`config.mk`:
```
export PLATFORM = sky130hd
export DESIGN_NAME = seg_mux_scheduler_flat
export DESIGN_NICKNAME = d
export VERILOG_FILES = /design/src/rtl/seg_mux_scheduler_if.sv /design/src/rtl/seg_mux_scheduler.sv /design/src/flat_wrapper.sv
export SDC_FILE = /design/constraint.sdc
export NUM_CORES = 1
export LEC_CHECK = 0
export CORE_ASPECT_RATIO = 1.75
export CORE_MARGIN = 2
export CORE_UTILIZATION = 58
export DETAILED_ROUTE_END_ITERATION = 7
export HOLD_SLACK_MARGIN = 0.1
export PLACE_DENSITY = 0.91
export SYNTH_ARGS = -nofsm -noshare
export SYNTH_HDL_FRONTEND = slang
export SYNTH_SLANG_ARGS = --single-unit
```
`constraint.sdc`:
```
create_clock -name CLK -period 4.9 [get_ports CLK]
set_input_delay 0.49 -clock CLK [delete_from_list [all_inputs] [get_ports CLK]]
set_output_delay 0.49 -clock CLK [all_outputs]
set_load 0.01 [all_outputs]
```
`src/rtl/seg_mux_scheduler_if.sv`:
```
// Shared display bus between the value producer and seg_mux_scheduler:
// load strobe/value in, commit acknowledge and multiplexed segment drive out.
interface seg_mux_scheduler_if;
    logic       ld;
    logic [7:0] din;
    logic       ack;
    logic [6:0] seg;
    logic       sel;

    modport master (output ld, output din, input ack, input seg, input sel);
    modport slave  (input ld, input din, output ack, output seg, output sel);
endinterface

```
`src/rtl/seg_mux_scheduler.sv`:
```
// Two-digit hex 7-segment time-multiplexer with dead-time blanking and frame-aligned value commit.
// Optional build macro: SEG_LEADING_ZERO_BLANK_EN (blanks digit 1 when it is zero).
module seg_mux_scheduler #(
    parameter int unsigned DIV_W = 10,
    parameter int unsigned DEAD  = 16
) (
    input  logic                 CLK,
    input  logic                 RST,
    seg_mux_scheduler_if.slave   bus
);

    localparam int unsigned SHOW_LEN = 1 << DIV_W;
    localparam int unsigned CNT_W    = (DIV_W > 8) ? DIV_W : 8;

    typedef enum logic [1:0] {
        BLANK0 = 2'd0,
        SHOW0  = 2'd1,
        BLANK1 = 2'd2,
        SHOW1  = 2'd3
    } phase_e;

    phase_e             state_q, state_d;
    logic [CNT_W-1:0]   cnt_q, cnt_d;
    logic               last_c;
    logic               commit_c;

    logic [7:0]         disp_q, disp_d;
    logic [7:0]         pend_q, pend_d;
    logic               pv_q, pv_d;

    logic [6:0]         seg_q, seg_d;
    logic               sel_q, sel_d;
    logic               ack_q, ack_d;

    function automatic logic [6:0] decode(input logic [3:0] d);
        logic [6:0] s;
        s = 7'h00;
        case (d)
            4'h0: s = 7'h3F;
            4'h1: s = 7'h06;
            4'h2: s = 7'h5B;
            4'h3: s = 7'h4F;
            4'h4: s = 7'h66;
            4'h5: s = 7'h6D;
            4'h6: s = 7'h7D;
            4'h7: s = 7'h07;
            4'h8: s = 7'h7F;
            4'h9: s = 7'h6F;
            4'hA: s = 7'h77;
            4'hB: s = 7'h7C;
            4'hC: s = 7'h39;
            4'hD: s = 7'h5E;
            4'hE: s = 7'h79;
            4'hF: s = 7'h71;
        endcase
        return s;
    endfunction

    // State register, phase counter and all registered outputs
    always_ff @(posedge CLK) begin
        if (RST) begin
            state_q <= BLANK0;
            cnt_q   <= '0;
            disp_q  <= 8'h00;
            pend_q  <= 8'h00;
            pv_q    <= 1'b0;
            seg_q   <= 7'h00;
            sel_q   <= 1'b0;
            ack_q   <= 1'b0;
        end else begin
            state_q <= state_d;
            cnt_q   <= cnt_d;
            disp_q  <= disp_d;
            pend_q  <= pend_d;
            pv_q    <= pv_d;
            seg_q   <= seg_d;
            sel_q   <= sel_d;
            ack_q   <= ack_d;
        end
    end

    // Next phase: counter clears on every phase transition
    always_comb begin
        state_d = state_q;
        cnt_d   = cnt_q + CNT_W'(1);
        last_c  = 1'b0;
        if (state_q == BLANK0 || state_q == BLANK1) begin
            last_c = (cnt_q == CNT_W'(DEAD - 1));
        end else begin
            last_c = (cnt_q == CNT_W'(SHOW_LEN - 1));
        end
        if (last_c) begin
            cnt_d = '0;
            case (state_q)
                BLANK0: state_d = SHOW0;
                SHOW0:  state_d = BLANK1;
                BLANK1: state_d = SHOW1;
                SHOW1:  state_d = BLANK0;
            endcase
        end
        commit_c = last_c && (state_q == SHOW1);
    end

    // Pending/display registers; a load on the commit edge bypasses PEND
    always_comb begin
        disp_d = disp_q;
        pend_d = pend_q;
        pv_d   = pv_q;
        ack_d  = 1'b0;
        if (commit_c) begin
            if (bus.ld) begin
                disp_d = bus.din;
                ack_d  = 1'b1;
            end else if (pv_q) begin
                disp_d = pend_q;
                ack_d  = 1'b1;
            end
            pv_d = 1'b0;
        end else if (bus.ld) begin
            pend_d = bus.din;
            pv_d   = 1'b1;
        end
    end

    // Outputs follow the phase being entered so they line up with the state register
    always_comb begin
        seg_d = 7'h00;
        sel_d = 1'b0;
        case (state_d)
            BLANK0: sel_d = 1'b0;
            SHOW0:  seg_d = decode(disp_d[3:0]);
            BLANK1: sel_d = 1'b1;
            SHOW1: begin
                sel_d = 1'b1;
`ifdef SEG_LEADING_ZERO_BLANK_EN
                seg_d = (disp_d[7:4] == 4'h0) ? 7'h00 : decode(disp_d[7:4]);
`else
                seg_d = decode(disp_d[7:4]);
`endif
            end
        endcase
    end

    assign bus.seg = seg_q;
    assign bus.sel = sel_q;
    assign bus.ack = ack_q;

endmodule

```
`src/flat_wrapper.sv`:
```
// flat-port wrapper written by rule: the top's interface ports become plain ports
module seg_mux_scheduler_flat 
#(
    parameter int unsigned DIV_W = 10,
    parameter int unsigned DEAD  = 16
)
  (CLK, RST, bus_ld, bus_din, bus_ack, bus_seg, bus_sel);
  seg_mux_scheduler_if bus_i ();
  input  logic CLK;
  input  logic RST;
  input wire logic [$bits(bus_i.ld)-1:0] bus_ld;
  input wire logic [$bits(bus_i.din)-1:0] bus_din;
  output wire logic [$bits(bus_i.ack)-1:0] bus_ack;
  output wire logic [$bits(bus_i.seg)-1:0] bus_seg;
  output wire logic [$bits(bus_i.sel)-1:0] bus_sel;
  assign bus_i.ld = bus_ld;
  assign bus_i.din = bus_din;
  assign bus_ack = bus_i.ack;
  assign bus_seg = bus_i.seg;
  assign bus_sel = bus_i.sel;
  seg_mux_scheduler #(.DIV_W(DIV_W), .DEAD(DEAD)) u_core (.CLK(CLK), .RST(RST), .bus(bus_i));
endmodule
```
# Yosys cells after proc, flatten, opt, wreduce, memory -nomap -nowiden
# Memories as Yosys holds them, arrays and structs flattened.
# Index checks and enable logic that the tools add are counted.
# word_totals
reg_bits	38
romBits	224
in_bits	11
out_inout_bits	9
elab_cells	38
mem_count	2
# classes
addsub	1
eq_ne	8
mux	10
n_bitwise	1
reduce_logical	8
# mem_list
memory	depth	word_bits	read_ports	rd_ports_with_merged_regs	write_ports	line	rtl
(no name shown)	16	7	1	0	0	seg_mux_scheduler.sv:38	case (d)
(no name shown)	16	7	1	0	0	seg_mux_scheduler.sv:38	
# op_table
operator	n
8-bit two-way mux	3
7-bit one-hot mux with 2 select lines	1
10-bit by 1-bit adder with 10-bit output, second input constant	1
10-bit equality test, second input constant	1
10-bit by 4-bit equality test with 1-bit output, second input constant	1
2-bit equality test, second input constant	4
2-bit one-hot mux with 4 select lines	1
2-bit OR reduction	4
2-bit by 1-bit equality test with 1-bit output, second input constant	2
1-bit two-way mux	4
2-bit logical NOT	1
2-bit two-way mux	1
2-bit AND reduction	1
1-bit logical AND	1
1-bit logical OR	1
1-bit inverter	1

# Longest topological paths before layout
# Gate-level depths: netlist of the first run.
# logic_depth
ltp_word	7
mapped_depth	12

# Worst setup path after synthesis of the first run
# OpenSTA, ideal clock, no wires.
# synth_timing
kind	register to register
from	register u_core.state_q[0]
to	register u_core.seg_q[0], in the netlist u_core.bus.seg[0]
setup_time_ps	74
arrival_time_ps	2683
required_time_ps	4826
setup_slack_ps	2143
path_stages_with_launch	13
n_path_buf	1
synth_period_minus_slack_ps	2757
path_cell_list	dfxtp_1 -> inv_1 -> ha_1 -> or3_1 -> and3_4 -> nand3_4 -> buf_12 -> a2bb2oi_2 -> inv_1 -> ha_1 -> or3_1 -> o221a_1 -> o22ai_2
# synth_between
elab_chain_len	7
word_cells_on_any_way	15
cone_classes	eq/ne (5); mux (5); reduce/logical (3); memory (2)
# synth_lines
element	line	rtl
from (decl)	seg_mux_scheduler.sv:22	phase_e state_q, state_d;
from (signal assigned)	seg_mux_scheduler.sv:71	state_q <= state_d;
2-bit equality test / 2-bit logical NOT (equally long branches)	seg_mux_scheduler.sv:87	if (state_q == BLANK0 || state_q == BLANK1) begin
1-bit logical OR	seg_mux_scheduler.sv:87	
1-bit two-way mux	seg_mux_scheduler.sv:87	
1-bit logical AND *	seg_mux_scheduler.sv:101	commit_c = last_c && (state_q == SHOW1);
8-bit two-way mux *	seg_mux_scheduler.sv:110	if (commit_c) begin
named net u_core.disp_d[4]	seg_mux_scheduler.sv:27	logic [7:0] disp_q, disp_d;
memory 16 x 7 bit *	--	
7-bit one-hot mux with 2 select lines *	seg_mux_scheduler.sv:129	case (state_d)
to (signal assigned)	seg_mux_scheduler.sv:76	seg_q <= seg_d;
to (decl)	seg_mux_scheduler.sv:31	logic [6:0] seg_q, seg_d;
# Mark *: on every way through the listed nets, which the timed path passes. The rest lies on a longest branch.
# A chain may end at the register's enable or synchronous reset.

# Worst setup path after layout of the first run
# Ends and elaborated chain as after synthesis.

==> results of run 1 <==
## cells by family (layout without fill, tap and decap cells)
logic type,count (synthesis),count (layout)
compound gates,40,40
xor+xnor,10,10
fa+ha+maj,17,17
buf+inv,19,34
flops,38,38
mux,28,28
simple gates,80,80
## cells in the mapped netlist (2+ instances only)
cell	instances	area [µm²]
ha_1	17	213
mux2i_4	2	45.0
buf_6	2	22.5
dfxtp_1	38	761
mux2i_1	24	240
o311ai_1	2	17.5
clkbuf_1	5	18.8
mux2_4	2	30.0
and3_1	3	18.8
o21ai_0	3	15.0
or3_1	3	18.8
inv_1	6	22.5
nand2_1	16	60.1
o2bb2ai_1	2	17.5
nand3_1	8	40.0
and2_1	2	12.5
a2bb2oi_4	2	52.6
o221ai_1	8	70.1
xor2_1	5	43.8
nor2_1	41	154
a21oi_1	12	60.1
a2bb2oi_2	2	30.0
o31ai_2	2	25.0
buf_2	4	20.0
xnor2_1	5	43.8
## state kept, by name, summed over array words and instances (netlist names)
name,count
u_core.cnt_q,10
u_core.disp_q,8
u_core.pend_q,8
u_core.bus.seg,7
u_core.state_q,2
u_core.bus.ack,1
u_core.bus.sel,1
u_core.pv_q,1
## power groups by stage
stage / clock (W) / sequential, W / combinational (W)
6_report: 0.000264 / 0.000321 / 0.0000373
5_1_grt: 0.000282 / 0.000321 / 0.0000407
4_1_cts: 0.000270 / 0.000321 / 0.0000375
3_5_place_dp: 0 / 0.000328 / 0.0000373
3_3_place_gp: 0 / 0.000327 / 0.0000362
2_1_floorplan: 0 / 0.000325 / 0.0000273
## how the worst max path moves through the flow
stage	end	start	depth (start not counted)	slack (ps)
final	u_core.bus.seg[0]$_SDFF_PP0_	u_core.state_q[0]$_SDFF_PP0_	11	1780
after floorplan	u_core.bus.seg[0]$_SDFF_PP0_	u_core.state_q[0]$_SDFF_PP0_	12	2140
after global routing	u_core.bus.seg[5]$_SDFF_PP0_	u_core.state_q[0]$_SDFF_PP0_	11	1510
after CTS	u_core.bus.seg[0]$_SDFF_PP0_	u_core.state_q[0]$_SDFF_PP0_	11	1770
after global placement	u_core.bus.seg[0]$_SDFF_PP0_	bus_ld	8	1840
after detailed placement	u_core.bus.seg[0]$_SDFF_PP0_	bus_ld	8	1760
## layout make-up
type	count	area [µm²]
Clock inverter	3	40.0
Tap cell	46	57.6
Sequential cell	38	761
Timing Repair Buffer	19	190
Fill cell	300	1150
Inverter	7	26.3
Multi-Input combinational cell	175	1370
Clock buffer	5	68.8
## through the flow
stage | hold WS, ps | worst slack (ps) | area, µm² | util (%)
floorplan | 418 | 2140 | 2240 | -
global placement | 428 | 1840 | 2410 | 65.7
detailed placement | 449 | 1760 | 2410 | 65.7
CTS | 458 | 1770 | 2520 | 68.7
global route | 473 | 1510 | 2520 | 68.7
finish | 453 | 1780 | 2520 | 68.7
## worst max-delay path: stages, from the launching register on
cell	delay, ps
dfxtp_1	420
inv_1	150
ha_1	260
or3_1	360
and3_4	210
nand3_4	240
a2bb2oi_2	360
inv_2	110
ha_1	260
or3_1	390
o221a_2	150
o22ai_2	140
## layer usage
metal	track usage [%]	vias to the layer above	part of all wire (%)
met5	0	-	0
met1	22.6	772	38
met2	43.9	38	55
li1	-	845	-
met3	4.66	16	2.8
met4	17.0	0	4.4
==> impl_metrics.py, run 1 <==
metrics = {
    "status": {
        "outcome": "finished clean",
    },
    "power": {
        "p_per_area_nw_per_um2": 247,
        "p_switching_w": 0.000138,
        "irDropWorstVdd_v": 0.000221,
        "total_power_w": 0.000621,
        "p_sw_share_pct": 22.2,
        "p_int_w": 0.000484,
        "combPwrFrac_pct": 6.0,
        "p_clk_share_pct": 42.4,
        "p_leak_nw": 1.04,
        "p_seq_share_pct": 51.6,
    },
    "clock_tree": {
        "ctsHoldBuffers": 0,
        "postCtsSetupBuffers": 0,
        "cts_buffer_depth": 2,
        "clkSinkCount": 38,
        "cts_inserted_buffers": 5,
        "cts_root_buf": "clkbuf_8",
        "ctsResizeCount": 0,
        "insertion_delay_ps": 300,
        "clk_pin_slew_ps": 80,
        "cts_tree": "yes",
        "cts-htree-levels": 2,
    },
    "worst_setup_path": {
        "arrival_ps": 3340,
        "cp.required_ps": 5120,
        "worstSetupEndpointType": "flop",
        "critPathLaunchType": "flop",
        "r2r-start": "u_core.state_q[0]$_SDFF_PP0_",
        "r2r_cells": 11,
        "critPathKind": "flop to flop",
        "crit_path_max_fanout": 12,
        "r2r-end": "u_core.bus.seg[0]$_SDFF_PP0_",
        "timing.reg2reg.setup_slack_ps": 1780,
    },
    "logic_synthesis": {
        "netlist_area_um2": 2240,
        "syn_inst": 232,
        "synth_compound_area_share_pct": 17.2,
        "synth_top_family_by_area": "compound AO/OA/AOI/OAI gates",
        "ys_ff_latch": 38,
        "synth-edff-count": 0,
        "ys.flop_type": "dfxtp_1",
        "ys_seq_area_share_pct": 33.9,
        "synthAdderAreaFrac_pct": 9.49,
        "yosys_warnings": 0,
        "avgSynthCellArea_um2": 9.66,
        "yosys.area_share.simple_pct": 16.6,
        "ys_types": 41,
        "synthMuxAreaShare_pct": 14.1,
        "synth_xor_area_share_pct": 3.91,
        "synth_async_sr_flop_share_pct": 0,
        "syn_nets": 260,
    },
    "hold_path": {
        "holdPathStages": 1,
        "holdPathEnd": "u_core.cnt_q[0]$_SDFF_PP0_",
        "holdCritStartpoint": "u_core.cnt_q[0]$_SDFF_PP0_",
        "hp-class": "flop to flop",
    },
    "floorplanning": {
        "start_util_pct": 61.1,
        "num_rows": 29,
        "core_um2": 3660,
        "chipWidth_um": 51.0,
        "die_h_um": 86.2,
        "io_pins": 20,
        "die_area_um2": 4400,
    },
    "placement": {
        "gp_congestion": 0.848,
        "placed_cells": 285,
        "port_buffers": 19,
        "hpwl_um": 3400,
    },
    "sta": {
        "max_freq_ghz": 0.321,
        "worstMarginPinSlew_ps": 1080,
        "hold_viol": 0,
        "post-route-period-util_pct": 63.6,
        "setup_tns_ps": 0,
        "finClkSkew_ps": 7.46,
        "rsz0062_at_grt": "false",
        "finalSetupViolCount": 0,
        "finalMaxSlewViolations": 0,
        "relSlewSlack_pct": 27.8,
        "finalCriticalPeriod_ps": 3120,
    },
    "detailed_routing": {
        "routed_via_density": 5.70,
        "routed_wl_um": 4610,
        "vias": 1671,
        "wl_per_cell_um": 15.7,
        "firstDrtPassIters": 4,
        "remaining_drc_errors": 0,
        "ant_nets": 0,
        "drtIter0Drc": 45,
    },
    "grt": {
        "grt_usage_pct": 23.9,
        "grt_pass1_wl_um": 7790,
        "overflow": 0,
        "grt_pass1_vias": 1724,
        "grt_max_degree": 29,
        "antenna_found_initial": 0,
    },
    "flow_run": {
        "maxCapViolCount": 0,
    },
    "finish": {
        "final_cell_mix": "nor2_1 (41), dfxtp_1 (38), mux2i_1 (24), clkdlybuf4s50_1 (19), ha_1 (17)",
        "area_growth_syn_to_layout_pct": 12.3,
        "fin_nets": 274,
        "antenna_cells": 0,
        "layout_commonest_cell": "nor2_1",
        "stdcell_count": 293,
        "drive_above_1_share_pct": 11.3,
    },
}
No activity file was read; power rests on OpenSTA's default activity.
==> inputs of run 2 (changes only) <==
Settings changed: CORE_UTILIZATION 58 to 52, PLACE_DENSITY 0.91 to 0.87.
Clock period 4.9 ns to 2.7 ns, I/O delays scaled along.
==> run 2 against run 1 <==
Effect of this change:
- sequential share of layout area shrank 1.9 points
- die area increased by 11%
- final cell count rose by 7.5%
- final area is 6.7% higher
- via count increased by 5.6%
- wire length rose by 2.9%
- critical path depth is 1 lower
- sequential power grew 81%
- clock power is 57% higher
- non-clock buffer count is 19 higher
- first-iteration DRC count shrank 80%
- setup slack got worse by 1700 ps
==> impl_metrics.py, run 2 (same netlist as run 1, synthesis figures left out) <==
metrics = {
    "worst_setup_path": {
        "timing.reg2reg.setup_slack_ps": 130,
        "critPathLaunchType": "flop",
        "r2r-end": "u_core.bus.seg[0]$_SDFF_PP0_",
        "cp.required_ps": 2930,
        "worstSetupEndpointType": "flop",
        "crit_chain": "inv_1 -> ha_1 -> or3_1 -> and3_4 -> nand3_4 -> buf_4 -> mux2_4 -> or3_1 -> o221a_1 -> o22ai_2",
        "critPathMostFrequentCell": "or3_1",
        "critical_path.max_stage_delay_ps": 370,
        "r2r-start": "u_core.state_q[1]$_SDFF_PP0_",
        "startpoint": "u_core.state_q[1]$_SDFF_PP0_",
        "crit_path_max_fanout": 8,
        "arrival_ps": 2800,
        "cpMaxStageDelayCell": "dfxtp_2",
        "r2r_cells": 10,
        "critPathKind": "flop to flop",
        "crit_end": "u_core.bus.seg[0]$_SDFF_PP0_",
    },
    "detailed_routing": {
        "routed_wl_um": 4740,
        "remaining_drc_errors": 0,
        "firstDrtPassIters": 4,
        "wl_per_cell_um": 15.1,
        "vias": 1764,
        "drtIter0Drc": 9,
        "routed_via_density": 5.60,
        "ant_nets": 0,
    },
    "clock_tree": {
        "clkSinkCount": 38,
        "cts_buffer_depth": 2,
        "ctsHoldBuffers": 0,
        "cts_tree": "yes",
        "cts_root_buf": "clkbuf_8",
        "insertion_delay_ps": 300,
        "cts_inserted_buffers": 5,
        "clk_pin_slew_ps": 80,
        "cts-htree-levels": 2,
    },
    "floorplanning": {
        "die_area_um2": 4870,
        "start_util_pct": 54.0,
        "die_h_um": 90.8,
        "chipWidth_um": 53.6,
        "core_um2": 4150,
        "io_pins": 20,
        "num_rows": 31,
    },
    "flow_run": {
        "maxCapViolCount": 0,
    },
    "grt": {
        "overflow": 0,
        "grt_max_degree": 18,
        "antenna_found_initial": 0,
        "grt_usage_pct": 21.6,
        "grt_pass1_vias": 1729,
        "grt_pass1_wl_um": 7710,
    },
    "placement": {
        "placed_cells": 303,
        "port_buffers": 19,
        "gp_congestion": 0.894,
        "hpwl_um": 3520,
    },
    "power": {
        "p_leak_nw": 1.13,
        "p_per_area_nw_per_um2": 399,
        "irDropWorstVdd_v": 0.000338,
    },
    "finish": {
        "layout_commonest_cell": "nor2_1",
        "largest_register_ffs": 10,
        "utilization_pct": 64.7,
        "regMostFlops": "u_core.cnt_q",
        "final_cell_mix": "nor2_1 (41), dfxtp_1 (37), mux2i_1 (24), clkdlybuf4s50_1 (19), buf_4 (19)",
        "stdcell_count": 315,
        "drive_above_1_share_pct": 18.8,
        "largest_registers": "u_core.cnt_q x10, u_core.disp_q x8, u_core.pend_q x8",
        "antenna_cells": 0,
        "fin_nets": 293,
        "area_growth_syn_to_layout_pct": 19.8,
    },
    "sta": {
        "max_freq_ghz": 0.390,
        "finClkSkew_ps": 8.79,
        "rsz0062_at_grt": "false",
        "finalMaxSlewViolations": 0,
        "relSlewSlack_pct": 68.0,
        "finalCriticalPeriod_ps": 2570,
        "finalSetupViolCount": 0,
        "worstMarginPinSlew_ps": 479,
        "setup_tns_ps": 0,
        "hold_viol": 0,
        "post-route-period-util_pct": 95.1,
    },
    "status": {
        "outcome": "finished clean",
    },
    "hold_path": {
        "hp-class": "flop to flop",
        "holdCritStartpoint": "u_core.cnt_q[0]$_SDFF_PP0_",
    },
}
[run 2: changes by cell type in the layout (fill, tap and decap cells not counted), sizes merged]
cell      before  now
buf            0   19
bufinv         1    0
clkbuf         5    6
clkinvlp       0    1
clkinv         2    1
[run 2: worst min path at each step]
stage                                          to  slack [ps]  cells after the start
floorplan           u_core.pend_q[2]$_SDFFE_PP0P_         420                      2
global placement       u_core.cnt_q[0]$_SDFF_PP0_         430                      1
detailed placement     u_core.cnt_q[0]$_SDFF_PP0_         440                      1
CTS                    u_core.cnt_q[0]$_SDFF_PP0_         460                      1
global route           u_core.cnt_q[0]$_SDFF_PP0_         470                      1
finish                 u_core.cnt_q[0]$_SDFF_PP0_         450                      1
[run 2: final cells by class]
cell class | count | area (µm²)
Clock buffer | 6 | 82.6
Clock inverter | 2 | 12.5
Fill cell | 331 | 1470
Inverter | 7 | 26.3
Multi-Input combinational cell | 175 | 1410
Sequential cell | 38 | 762
Tap cell | 49 | 61.3
Timing Repair Buffer | 38 | 333
[run 2: metrics by stage]
| step | power, W | area, µm² | worst slack, ps | hold WS, ps |
|---|---|---|---|---|
| detailed placement | 0.000669 | 2550 | 36.5 | 440 |
| global placement | 0.000666 | 2550 | 101 | 428 |
| floorplan | 0.000641 | 2260 | 15.5 | 417 |
| CTS | 0.00108 | 2640 | 4.35 | 456 |
| global route | 0.00111 | 2690 | 4.52 | 468 |
| finish | 0.00107 | 2690 | 133 | 453 |
[run 2: what timing repair did]
item                                    CTS  global route
gates resized for setup                   0             3
endpoints found under the setup margin    0             7
buffers inserted                          0             4
[run 2: layer usage]
layer	routed length, µm	track usage, %
met1	1810	20.9
met5	0	0
met2	2630	39.1
met3	126	4.47
met4	173	12.2
[run 2: critical path, delay by kind of cell (launching register included)]
family	cells	cell delay, ps
AO/OA/AOI/OAI	2	230
adder cells (fa/ha/maj)	1	190
AND/OR/NAND/NOR	4	1080
buffers and inverters	2	270
flip-flops	1	370
multiplexers	1	340
[run 2: where the power goes]
part	total, W	switching [W]	internal [W]
sequential	0.000582	0.00000977	0.000572
combinational	0.0000737	0.0000356	0.0000381
clock	0.000415	0.000210	0.000205
==> inputs of run 3 (changes only) <==
==> constraint.sdc (replaced) <==
create_clock -name CLK -period 2.7 [get_ports CLK]
set_input_delay 0.54 -clock CLK [delete_from_list [all_inputs] [get_ports CLK]]
set_output_delay 0.54 -clock CLK [all_outputs]
set_load 0.01 [all_outputs]
==> run 3 against run 2 <==
Effect of this change:
- final area is 1.8% higher
- fmax is 0.60% lower
- non-clock buffer count up 3
- critical endpoint unchanged
- sequential power is essentially flat
- register-to-register slack worse by 20 ps
- wire length rose by 7.1%
- clock power decreased by 4%
- sequential share of layout area is 0.41 points lower
- flip-flop and latch count is the same
- setup slack got worse by 15 ps
==> impl_metrics.py, run 3 (same netlist as run 1, synthesis figures left out) <==
metrics = {
    "hold_path": {
        "holdPathStages": 1,
        "hp-class": "flop to flop",
    },
    "clock_tree": {
        "cts_tree": "yes",
        "cts_inserted_buffers": 5,
        "clk_pin_slew_ps": 70,
        "cts-htree-levels": 2,
        "insertion_delay_ps": 290,
        "cts_buffer_depth": 2,
        "clkSinkCount": 38,
        "cts_root_buf": "clkbuf_8",
    },
    "placement": {
        "pre_cts_slack_ps": 22.1,
        "port_buffers": 19,
        "hpwl_um": 3590,
        "placed_cells": 305,
        "gp_congestion": 0.956,
    },
    "sta": {
        "hold_viol": 0,
        "finClkSkew_ps": 4.85,
        "relSlewSlack_pct": 68.9,
        "finalSetupViolCount": 0,
        "finalWorstSetupSlack_ps": 118,
        "finalCriticalPeriod_ps": 2580,
        "worstMarginPinSlew_ps": 466,
        "max_freq_ghz": 0.387,
        "finalMaxSlewViolations": 0,
        "post-route-period-util_pct": 95.6,
    },
    "worst_setup_path": {
        "worstSetupEndpointType": "flop",
        "critPathKind": "flop to flop",
        "arrival_ps": 2810,
        "critPathLaunchType": "flop",
        "critPathMostFrequentCell": "ha_1",
        "crit_chain": "inv_1 -> ha_1 -> or3_1 -> and3_4 -> nand3_4 -> a2bb2oi_4 -> inv_2 -> ha_1 -> or3_4 -> o221a_2 -> o22ai_2",
        "cp.required_ps": 2920,
        "critical_path.max_stage_delay_ps": 400,
        "cpMaxStageDelayCell": "or3_4",
        "crit_path_max_fanout": 5,
        "r2r_cells": 11,
    },
    "finish": {
        "utilization_pct": 65.9,
        "final_cell_mix": "nor2_1 (41), dfxtp_1 (37), mux2i_1 (24), buf_4 (22), clkdlybuf4s50_1 (19)",
        "largest_registers": "u_core.cnt_q x10, u_core.disp_q x8, u_core.pend_q x8",
        "stdcell_count": 319,
        "fin_nets": 297,
        "largest_register_ffs": 10,
        "layout_commonest_cell": "nor2_1",
        "area_growth_syn_to_layout_pct": 22.0,
        "drive_above_1_share_pct": 20.4,
        "antenna_cells": 0,
        "regMostFlops": "u_core.cnt_q",
    },
    "detailed_routing": {
        "wl_per_cell_um": 15.9,
        "vias": 1835,
        "drtIter0Drc": 43,
        "ant_nets": 0,
        "routed_wl_um": 5080,
        "remaining_drc_errors": 0,
        "firstDrtPassIters": 4,
        "routed_via_density": 5.75,
    },
    "floorplanning": {
        "chipWidth_um": 53.6,
        "start_util_pct": 54.0,
        "die_h_um": 90.8,
        "io_pins": 20,
        "num_rows": 31,
        "core_um2": 4150,
        "die_area_um2": 4870,
    },
    "grt": {
        "antenna_found_initial": 0,
        "grt_usage_pct": 22.2,
        "grt_pass1_vias": 1849,
        "grt_max_degree": 25,
        "grt_pass1_wl_um": 8070,
        "overflow": 0,
    },
    "power": {
        "p_per_area_nw_per_um2": 387,
        "irDropWorstVdd_v": 0.000406,
        "p_leak_nw": 1.15,
    },
    "flow_run": {
        "maxCapViolCount": 0,
    },
    "status": {
        "outcome": "finished clean",
    },
}
[run 3: worst paths after layout]
check	startpoint	to	slack (ps)
worst min-delay path	u_core.cnt_q[0]$_SDFF_PP0_	u_core.cnt_q[0]$_SDFF_PP0_	450
worst max register to register	u_core.state_q[1]$_SDFF_PP0_	u_core.bus.seg[0]$_SDFF_PP0_	120
worst min register to register	u_core.cnt_q[0]$_SDFF_PP0_	u_core.cnt_q[0]$_SDFF_PP0_	450
worst max-delay path	u_core.state_q[1]$_SDFF_PP0_	u_core.bus.seg[0]$_SDFF_PP0_	120
[run 3: where the power goes]
group	total (W)	switching (W)	internal [W]
combinational	0.0000757	0.0000366	0.0000391
sequential	0.000582	0.0000104	0.000571
clock	0.000400	0.000194	0.000206
total	0.00106	0.000241	0.000816
[run 3: stage by stage]
step                setup TNS, ps  cell area [µm²]  power (W)  hold slack [ps]
floorplan                       0             2260   0.000641              418
global placement                0             2560   0.000667              428
detailed placement              0             2560   0.000670              440
CTS                             0             2660    0.00106              452
global route               -0.453             2730    0.00109              478
finish                          0             2730    0.00106              451
[run 3: worst max-delay path: cells and delay by family (launching register included)]
kind | cells | cell delay (ps)
AND/OR/NAND/NOR | 4 | 1130
buffers and inverters | 2 | 150
flip-flops | 1 | 370
adder cells (fa/ha/maj) | 2 | 440
AO/OA/AOI/OAI | 3 | 430
[run 3: cell type report]
| class | count | area, µm² |
|---|---|---|
| Multi-Input combinational cell | 176 | 1440 |
| Fill cell | 318 | 1420 |
| Sequential cell | 38 | 764 |
| Timing Repair Buffer | 41 | 355 |
| Clock buffer | 7 | 86.3 |
| Tap cell | 49 | 61.3 |
| Inverter | 7 | 26.3 |
| Clock inverter | 1 | 5.00 |
[run 3: timing repair]
| item | in CTS | in global routing |
|---|---|---|
| gates resized for setup | 1 | 7 |
| buffers inserted | 0 | 5 |
| pin swaps | 0 | 3 |
| gates cloned | 0 | 1 |
| hold buffers | 0 | 0 |
| endpoints found under the setup margin | 1 | 7 |
[run 3: layer usage]
metal	global-route usage [%]	up-vias	share of wire [%]
met1	20.3	866	34
met2	41.5	55	57
met3	4.30	26	3.7
met4	13.2	0	4.8
met5	0	-	0
li1	-	888	-
